### src/rtl/fetch_queue.sv
// fetch_queue: instruction prefetch buffer.
// Issues in-order memory reads from a running fetch PC, buffers each response
// together with its PC, and hands instructions to the consumer through a
// valid/ready head port. A redirect flushes the buffer and restarts fetch;
// responses still in flight from before the redirect are dropped by a counter.
// Optional build macro: FETCH_QUEUE_PERF_EN adds stall/flush performance counters.
module fetch_queue #(
  parameter int                DWIDTH   = 32,
  parameter int                AWIDTH   = 32,
  parameter logic [AWIDTH-1:0] BASEADDR = AWIDTH'(32'h0100_0000),
  parameter int                DEPTH    = 4
) (
  input  logic              clk,
  input  logic              rst,
  output logic              req_valid,
  input  logic              req_ready,
  output logic [AWIDTH-1:0] req_addr,
  input  logic              rsp_valid,
  input  logic [DWIDTH-1:0] rsp_data,
  input  logic              redirect_valid,
  input  logic [AWIDTH-1:0] redirect_pc,
  output logic              insn_valid,
  input  logic              insn_ready,
  output logic [AWIDTH-1:0] pc_o,
  output logic [DWIDTH-1:0] insn_o
`ifdef FETCH_QUEUE_PERF_EN
  ,
  output logic [31:0]       perf_stall_o,
  output logic [31:0]       perf_flush_o
`endif
);

  localparam int PTR_W = $clog2(DEPTH);
  localparam int CNT_W = PTR_W + 1;
  localparam logic [CNT_W:0] DEPTH_W = (CNT_W + 1)'(DEPTH);

  typedef enum logic {
    RUN,
    DRAIN
  } state_t;

  state_t             state_q, state_d;
  logic [AWIDTH-1:0]  fetch_pc_q;
  logic [AWIDTH-1:0]  rsp_pc_q;     // PC of the next response that will be kept
  logic [PTR_W-1:0]   head_q, tail_q;
  logic [CNT_W-1:0]   count_q;      // buffered entries
  logic [CNT_W-1:0]   out_q, out_d; // accepted requests awaiting a response (incl. dropped)
  logic [CNT_W-1:0]   drop_q, drop_d;
  logic [AWIDTH-1:0]  mem_pc   [DEPTH];
  logic [DWIDTH-1:0]  mem_data [DEPTH];

  logic [CNT_W:0] reserved;
  logic           can_issue;
  logic           req_fire;
  logic           rsp_fire;
  logic           drop_rsp;
  logic           push;
  logic           pop;

  // Every outstanding request owns a buffer slot, so a response can always be
  // written even when the consumer is stalled.
  assign reserved  = {1'b0, count_q} + {1'b0, out_q};
  assign can_issue = reserved < DEPTH_W;

  assign req_fire = req_valid && req_ready;
  // A response with nothing outstanding belongs to a request lost to reset.
  assign rsp_fire = rsp_valid && (out_q != '0);
  assign drop_rsp = rsp_fire && (drop_q != '0);
  assign push     = rsp_fire && !drop_rsp && !redirect_valid;
  assign pop      = insn_valid && insn_ready && !redirect_valid;

  assign req_addr   = fetch_pc_q;
  assign insn_valid = (count_q != '0);
  assign pc_o       = mem_pc[head_q];
  assign insn_o     = mem_data[head_q];

  // Control FSM: request issue, outstanding/drop bookkeeping, RUN/DRAIN.
  always_comb begin
    // NOTE: every output of this block is given a default first so no path can
    // leave it unassigned, which would otherwise infer a latch.
    state_d   = state_q;
    req_valid = 1'b0;
    out_d     = out_q;
    drop_d    = drop_q;

    if (redirect_valid) begin
      // Everything still in flight, minus a response landing this cycle
      // (which is discarded too), must be dropped when it returns.
      out_d  = out_q - CNT_W'(rsp_fire);
      drop_d = out_d;
    end else begin
      // In DRAIN the dropped requests are still counted in out_q, so the same
      // capacity test leaves room for them.
      req_valid = rst && can_issue;
      out_d     = out_q + CNT_W'(req_valid && req_ready) - CNT_W'(rsp_fire);
      drop_d    = drop_q - CNT_W'(drop_rsp);
    end

    unique case (state_q)
      RUN:     if (drop_d != '0) state_d = DRAIN;
      DRAIN:   if (drop_d == '0) state_d = RUN;
      default: state_d = RUN;
    endcase
  end

  // State, pointers, fetch PC and buffer storage.
  always_ff @(posedge clk) begin
    // NOTE: sequential state is assigned with <= so every register samples the
    // pre-edge values regardless of statement order.
    if (!rst) begin
      state_q    <= RUN;
      fetch_pc_q <= BASEADDR;
      rsp_pc_q   <= BASEADDR;
      head_q     <= '0;
      tail_q     <= '0;
      count_q    <= '0;
      out_q      <= '0;
      drop_q     <= '0;
      // NOTE: the buffer storage is reset so the head port shows BASEADDR/0
      // during reset; it is small enough that flops are the natural choice.
      for (int i = 0; i < DEPTH; i++) begin
        mem_pc[i]   <= BASEADDR;
        mem_data[i] <= '0;
      end
    end else begin
      state_q <= state_d;
      out_q   <= out_d;
      drop_q  <= drop_d;
      if (redirect_valid) begin
        fetch_pc_q <= redirect_pc;
        rsp_pc_q   <= redirect_pc;
        head_q     <= '0;
        tail_q     <= '0;
        count_q    <= '0;
      end else begin
        if (req_fire) fetch_pc_q <= fetch_pc_q + AWIDTH'(4);
        if (push) begin
          mem_pc[tail_q]   <= rsp_pc_q;
          mem_data[tail_q] <= rsp_data;
          tail_q           <= tail_q + PTR_W'(1);
          rsp_pc_q         <= rsp_pc_q + AWIDTH'(4);
        end
        if (pop) head_q <= head_q + PTR_W'(1);
        count_q <= count_q + CNT_W'(push) - CNT_W'(pop);
      end
    end
  end

`ifdef FETCH_QUEUE_PERF_EN
  // Saturating counters: consumer starved cycles and redirects seen.
  always_ff @(posedge clk) begin
    if (!rst) begin
      perf_stall_o <= '0;
      perf_flush_o <= '0;
    end else begin
      if (insn_ready && !insn_valid && (perf_stall_o != '1))
        perf_stall_o <= perf_stall_o + 32'd1;
      if (redirect_valid && (perf_flush_o != '1))
        perf_flush_o <= perf_flush_o + 32'd1;
    end
  end
`endif

endmodule

### config.mk
export PLATFORM = sky130hd
export DESIGN_NAME = fetch_queue
export DESIGN_NICKNAME = d
export VERILOG_FILES = /design/src/rtl/fetch_queue.sv
export SDC_FILE = /design/constraint.sdc
export NUM_CORES = 1
export LEC_CHECK = 0
export ABC_AREA = 1
export BUFFER_PORTS_ARGS = -buffer_cell sky130_fd_sc_hd__buf_2
export CAP_MARGIN = 5
export CORE_MARGIN = 10
export CORE_UTILIZATION = 54
export DETAILED_ROUTE_END_ITERATION = 16
export GPL_TIMING_DRIVEN = 1
export PLACE_DENSITY = 0.79
export SYNTH_ARGS = -nofsm -noshare
export SYNTH_HDL_FRONTEND = slang
export SYNTH_SLANG_ARGS = --single-unit
### constraint.sdc
create_clock -name clk -period 7.23 [get_ports clk]
set_input_delay 1.446 -clock clk [delete_from_list [all_inputs] [get_ports clk]]
set_output_delay 1.446 -clock clk [all_outputs]
set_load 0.02 [all_outputs]
### Word level (Yosys, flattened, before mapping)

Memories as Yosys holds them, arrays and structs flattened. A register that Yosys moved wholly into a read port is not among the register bits.
Index checks and enable logic that the tools add are counted.

* add/subtract/negate cells: 11
* $lt $le $gt $ge: 1
* mux-type cells: 22
* bitwise operators: 1
* reductions and logical operators: 19

Operator list (number)
* 2-to-1 mux 32 bit: 6
* adder 32 x 3 -> 32 bit, second input constant: 2
* OR reduction 32 bit: 2
* 2-to-1 mux 2 bit: 6
* subtractor 3 x 1 -> 3 bit: 4
* logical AND 1 bit: 9
* nonzero test 3 bit: 3
* 2-to-1 mux 1 bit: 8
* adder 3 x 1 -> 3 bit: 2
* 2-to-1 mux 3 bit: 2
* adder 2 x 1 -> 2 bit, second input constant: 2
* adder 3 x 3 -> 4 bit: 1
* < comparator 4 x 3 -> 1 bit, second input constant: 1
* nonzero test 2 bit: 2
* zero test 1 bit: 2
* OR reduction 2 bit: 1
* NOT 1 bit: 1

* bits in registers: 77
* RAM bits: 256
* input port bits: 70
* word-level logic and storage cells: 63
* memories kept: 2

Memories
* mem_data: depth 4, bits a word 32, read ports 1, clocked after Yosys merged registers in 1, wr ports 4, line 50 `logic [DWIDTH-1:0] mem_data [DEPTH];`
* mem_pc: depth 4, bits a word 32, read ports 1, clocked after Yosys merged registers in 1, wr ports 4, line 49 `logic [AWIDTH-1:0] mem_pc [DEPTH];`

### Depth between registers and ports, before layout

* depth after elaboration: 12
* depth in mapped cells: 12
* gate-level depth less buffers: 12

### Least setup slack after synthesis

No wires, ideal clock.

* path kind: input to register
* start: in rsp_valid
* end: mem mem_data[3][0], enable pin
* library setup time: 581 ps
* arrival time: 6761 ps
* path slack: -111 ps
* stages: 6
* buffers on the path: 0
* cells stage by stage: inv_1 a31oi_4 nand2_2 nor2_2 inv_1 o31ai_1

RTL lines
* start: declaration: line 18 `input logic rsp_valid,`
* end: declaration: line 50

==> results_dict.tcl <==
set metrics [dict create \
    diodes 0 \
    cts-buffers-inserted 36 \
    synth_cells 1810 \
    path_cells "clkinv_2 -> buf_4 -> o21ai_0 -> o22ai_1 -> buf_2" \
    synth-seq-cells 335 \
    synth-edff-count 256 \
    wl_per_cell_microns 18.3 \
    overflow 0 \
    pwr-share-clk 0.373 \
    rows 63 \
    timing.hold.worst.class "flip-flop to flip-flop" \
    htree_num_levels 2 \
    post-route-period-util 0.679 \
    synth_cell_type_count 39 \
    syn-cell-area_sq_um 16000 \
    leakagePower_nw 7.02 \
    drc 0 \
    drtAntennaViolNets 0 \
    finClkSkew_ns 0.0171 \
    routed_wl_microns 43300 \
    synth_xor_area_frac 0.0109 \
    grt_pass1_vias 13213 \
    syn_nets 1894 \
    tns_ns 0 \
    drtIter0Drc 1228 \
    max_freq_ghz 0.204 \
    slew_headroom 0.339 \
    reg2reg_to "mem_pc[1][12]$_SDFFCE_PN0P_" \
    power_density_nw_per_um2 257 \
    clkTransAtPathRegs_ns 0.06 \
    crit_arrival_ns 3.47 \
    clock_latency_ns 0.53 \
    setup_viol 0 \
    grt_max_degree 79 \
    gp_congestion 0.983 \
    hpwl_microns 27600 \
    cts_buffer_depth 3 \
    cp.depth 5 \
    die_h_microns 192 \
    cts-root-buf "clkbuf_16" \
    critPathKind "flip-flop to primary output" \
    critPathMaxStageDelay_ns 0.93 \
    syn_area_per_cell_sq_um 8.86 \
    cts_tree "built" \
    synthSimpleGateAreaFrac 0.211 \
    critical_path_required_ns 5.78 \
    cp_max_fo 73 \
    pin_count 168 \
    core_area_sq_um 29500 \
    finalWorstPathRequiredPeriod_ns 4.91 \
    final_cells 2361 \
    place_inst 2296 \
    async_flop_share 0 \
    power_frac_seq 0.484 \
    timing.rr.start "out_q[2]$_SDFF_PN0_" \
    synth_fa_ha_area_frac 0.0119 \
    status "completed" \
    hold_viol 0 \
    drv_slew 0 \
    die_x_microns 192 \
    cpLargestDelayFamily "buffers and inverters" \
    cts_sinks 335 \
    combPwrFrac 0.143 \
    yosysTopAreaCellShare 0.479 \
    r2r_cells 7 \
    syn2layout_area_growth_pct 14.1 \
    yosysSeqAreaShare 0.578 \
    fillerInstances 2421 \
    cp-start-kind "flip-flop" \
    vias_per_cell 5.60 \
    switchingPower_mw 1.30 \
    synth_compound_area_frac 0.114 \
    p_int_mw 3.40 \
    yosys-top-cells-area "edfxtp_1 48%, nor2_1 11%, dfxtp_1 9.9%" \
    synth_top_family_by_area "simple AND/OR/NAND/NOR gates" \
    worst_slew_pin_slew_ns 0.991 \
    yosysTopAreaCell "edfxtp_1" \
    ctsHoldBuffers 0 \
    grt_pass1_wl_microns 67900 \
    via_count 13231 \
    grt_antenna_before_repair 0 \
    synth_mux_area_frac 0 \
    yosys_warnings 0 \
    swShare 0.277 \
    io_buffers 167 \
    post_cts_buffers 0 \
    rsz0062_at_grt "no" \
    dieArea_sq_um 37000 \
    vdd_drop_max_mv 0.164 \
    ys.flop_type "edfxtp_1" \
    crit_buf_inv 3 \
    grt.total_usage 0.229 \
    setup.worst_path.end_class "primary output" \
    layout-drive-gt1-share 0.161 \
    drv_cap 0 \
    crit_end "pc_o[18]" \
    final_nets 2028 \
    reg2reg_slack_ns 3.44 \
    drt_pass1_iterations 5 \
    cp_slowest_cell "clkinv_2" \
    start_util 0.544 \
    cts.repair.resized 0 \
]
## worst register-to-register path, cell delays in order, from the launching register on
cell and delay [ns]:
dfxtp_1 0.45, inv_2 0.07, a31oi_4 0.29, nand2_2 0.19, nor2_2 0.76, inv_1 0.38, o21ai_4 0.84, buf_4 0.47
## per-stage QoR
step,power (mW),util,setup WS (ns),hold slack [ns],area [sq um]
final,4.71,0.621,2.32,0.452,18300
after global routing,4.89,0.621,2.16,0.476,18300
after CTS,4.72,0.621,2.29,0.458,18300
after detailed placement,2.98,0.582,2.41,0.443,17200
after global placement,2.96,0.582,2.50,0.438,17200
after floorplan,2.76,-,0.111,0.436,16000
## area by class of cell
| cell class | count | area, sq um | area share |
|---|---|---|---|
| multi-input combinational | 1170 | 5620 | 0.307 |
| tap | 390 | 488 | 0.0267 |
| clock inverter | 17 | 130 | 0.00711 |
| sequential | 335 | 9270 | 0.507 |
| clock buffer | 48 | 997 | 0.0545 |
| timing repair buffer | 187 | 986 | 0.0539 |
| inverter | 214 | 805 | 0.0440 |
## worst min path at each step
| stage | start | endpoint | slack (ns) | depth (start not counted) |
|---|---|---|---|---|
| 5_1_grt | req_addr[1]$_SDFFE_PN0P_ | req_addr[1]$_SDFFE_PN0P_ | 0.48 | 2 |
| 4_1_cts | req_addr[1]$_SDFFE_PN0P_ | req_addr[1]$_SDFFE_PN0P_ | 0.46 | 2 |
| 3_3_place_gp | req_addr[0]$_SDFFE_PN0P_ | req_addr[0]$_SDFFE_PN0P_ | 0.44 | 2 |
| 6_report | req_addr[1]$_SDFFE_PN0P_ | req_addr[1]$_SDFFE_PN0P_ | 0.45 | 2 |
| 2_1_floorplan | head_q[1]$_SDFFE_PP0P_ | flip-flop | 0.44 | 2 |
| 3_5_place_dp | req_addr[1]$_SDFFE_PN0P_ | req_addr[1]$_SDFFE_PN0P_ | 0.44 | 2 |
## logic make-up (layout without fill, tap and decap cells)
group / count (synthesis) / in the layout
AND/OR/NAND/NOR: 800 / 800
AO/OA/AOI/OAI: 336 / 336
flip-flops: 335 / 335
buffers and inverters: 305 / 466
XOR/XNOR: 20 / 20
adder cells (fa/ha/maj): 14 / 14
## cells in the final DEF, fill, tap and decap left out, types with 18 or more instances in the layout
master     count
nand2_1      224
nand3_1       55
clkbuf_16     37
inv_2         32
o21ai_0      187
buf_2        167
dfxtp_1       77
a21oi_1       48
xor2_1        18
o22ai_1       70
inv_1        180
nor2_1       457
buf_4         20
nor2_4        27
edfxtp_1     256
## state kept, by name (all words and copies together) (netlist names), named ones only
| register | count |
|---|---|
| drop_q | 3 |
| tail_q | 2 |
| req_addr | 32 |
| head_q | 2 |
| mem_data | 128 |
| mem_pc | 128 |
| count_q | 3 |
| rsp_pc_q | 32 |
| out_q | 3 |
## power by group through the flow
stage / clock network, mW / registers, mW / logic (mW)
2_1_floorplan: 0 / 2.32 / 0.435
3_3_place_gp: 0 / 2.31 / 0.649
3_5_place_dp: 0 / 2.32 / 0.665
4_1_cts: 1.77 / 2.28 / 0.671
5_1_grt: 1.86 / 2.29 / 0.741
6_report: 1.76 / 2.28 / 0.671
## synthesized netlist by cell type, types with 2 or more instances
library cell / count
edfxtp_1: 256
clkbuf_1: 59
o211ai_1: 2
nor3_2: 2
a21oi_1: 48
buf_2: 19
buf_1: 8
nand2_1: 225
o21ai_0: 189
buf_6: 4
o22ai_1: 70
nand4_1: 8
nand3_2: 3
nor3_1: 12
o21ai_1: 7
ha_1: 12
a31oi_1: 13
xnor2_1: 2
inv_1: 183
nor2_4: 27
o21bai_1: 4
nand2_2: 2
nor2_1: 457
nor2_2: 4
xor2_1: 18
nand3_1: 55
dfxtp_1: 79
fa_1: 2
inv_2: 30
## per-layer routing
layer | global-route usage | vias up | share of wire
met1 | 0.297 | 6271 | 0.40
met2 | 0.379 | 637 | 0.48
met3 | 0.0477 | 65 | 0.10
met5 | 0 | - | 0
li1 | - | 6258 | -
met4 | 0.0689 | 0 | 0.020
Power figures use the tool's default switching activity.
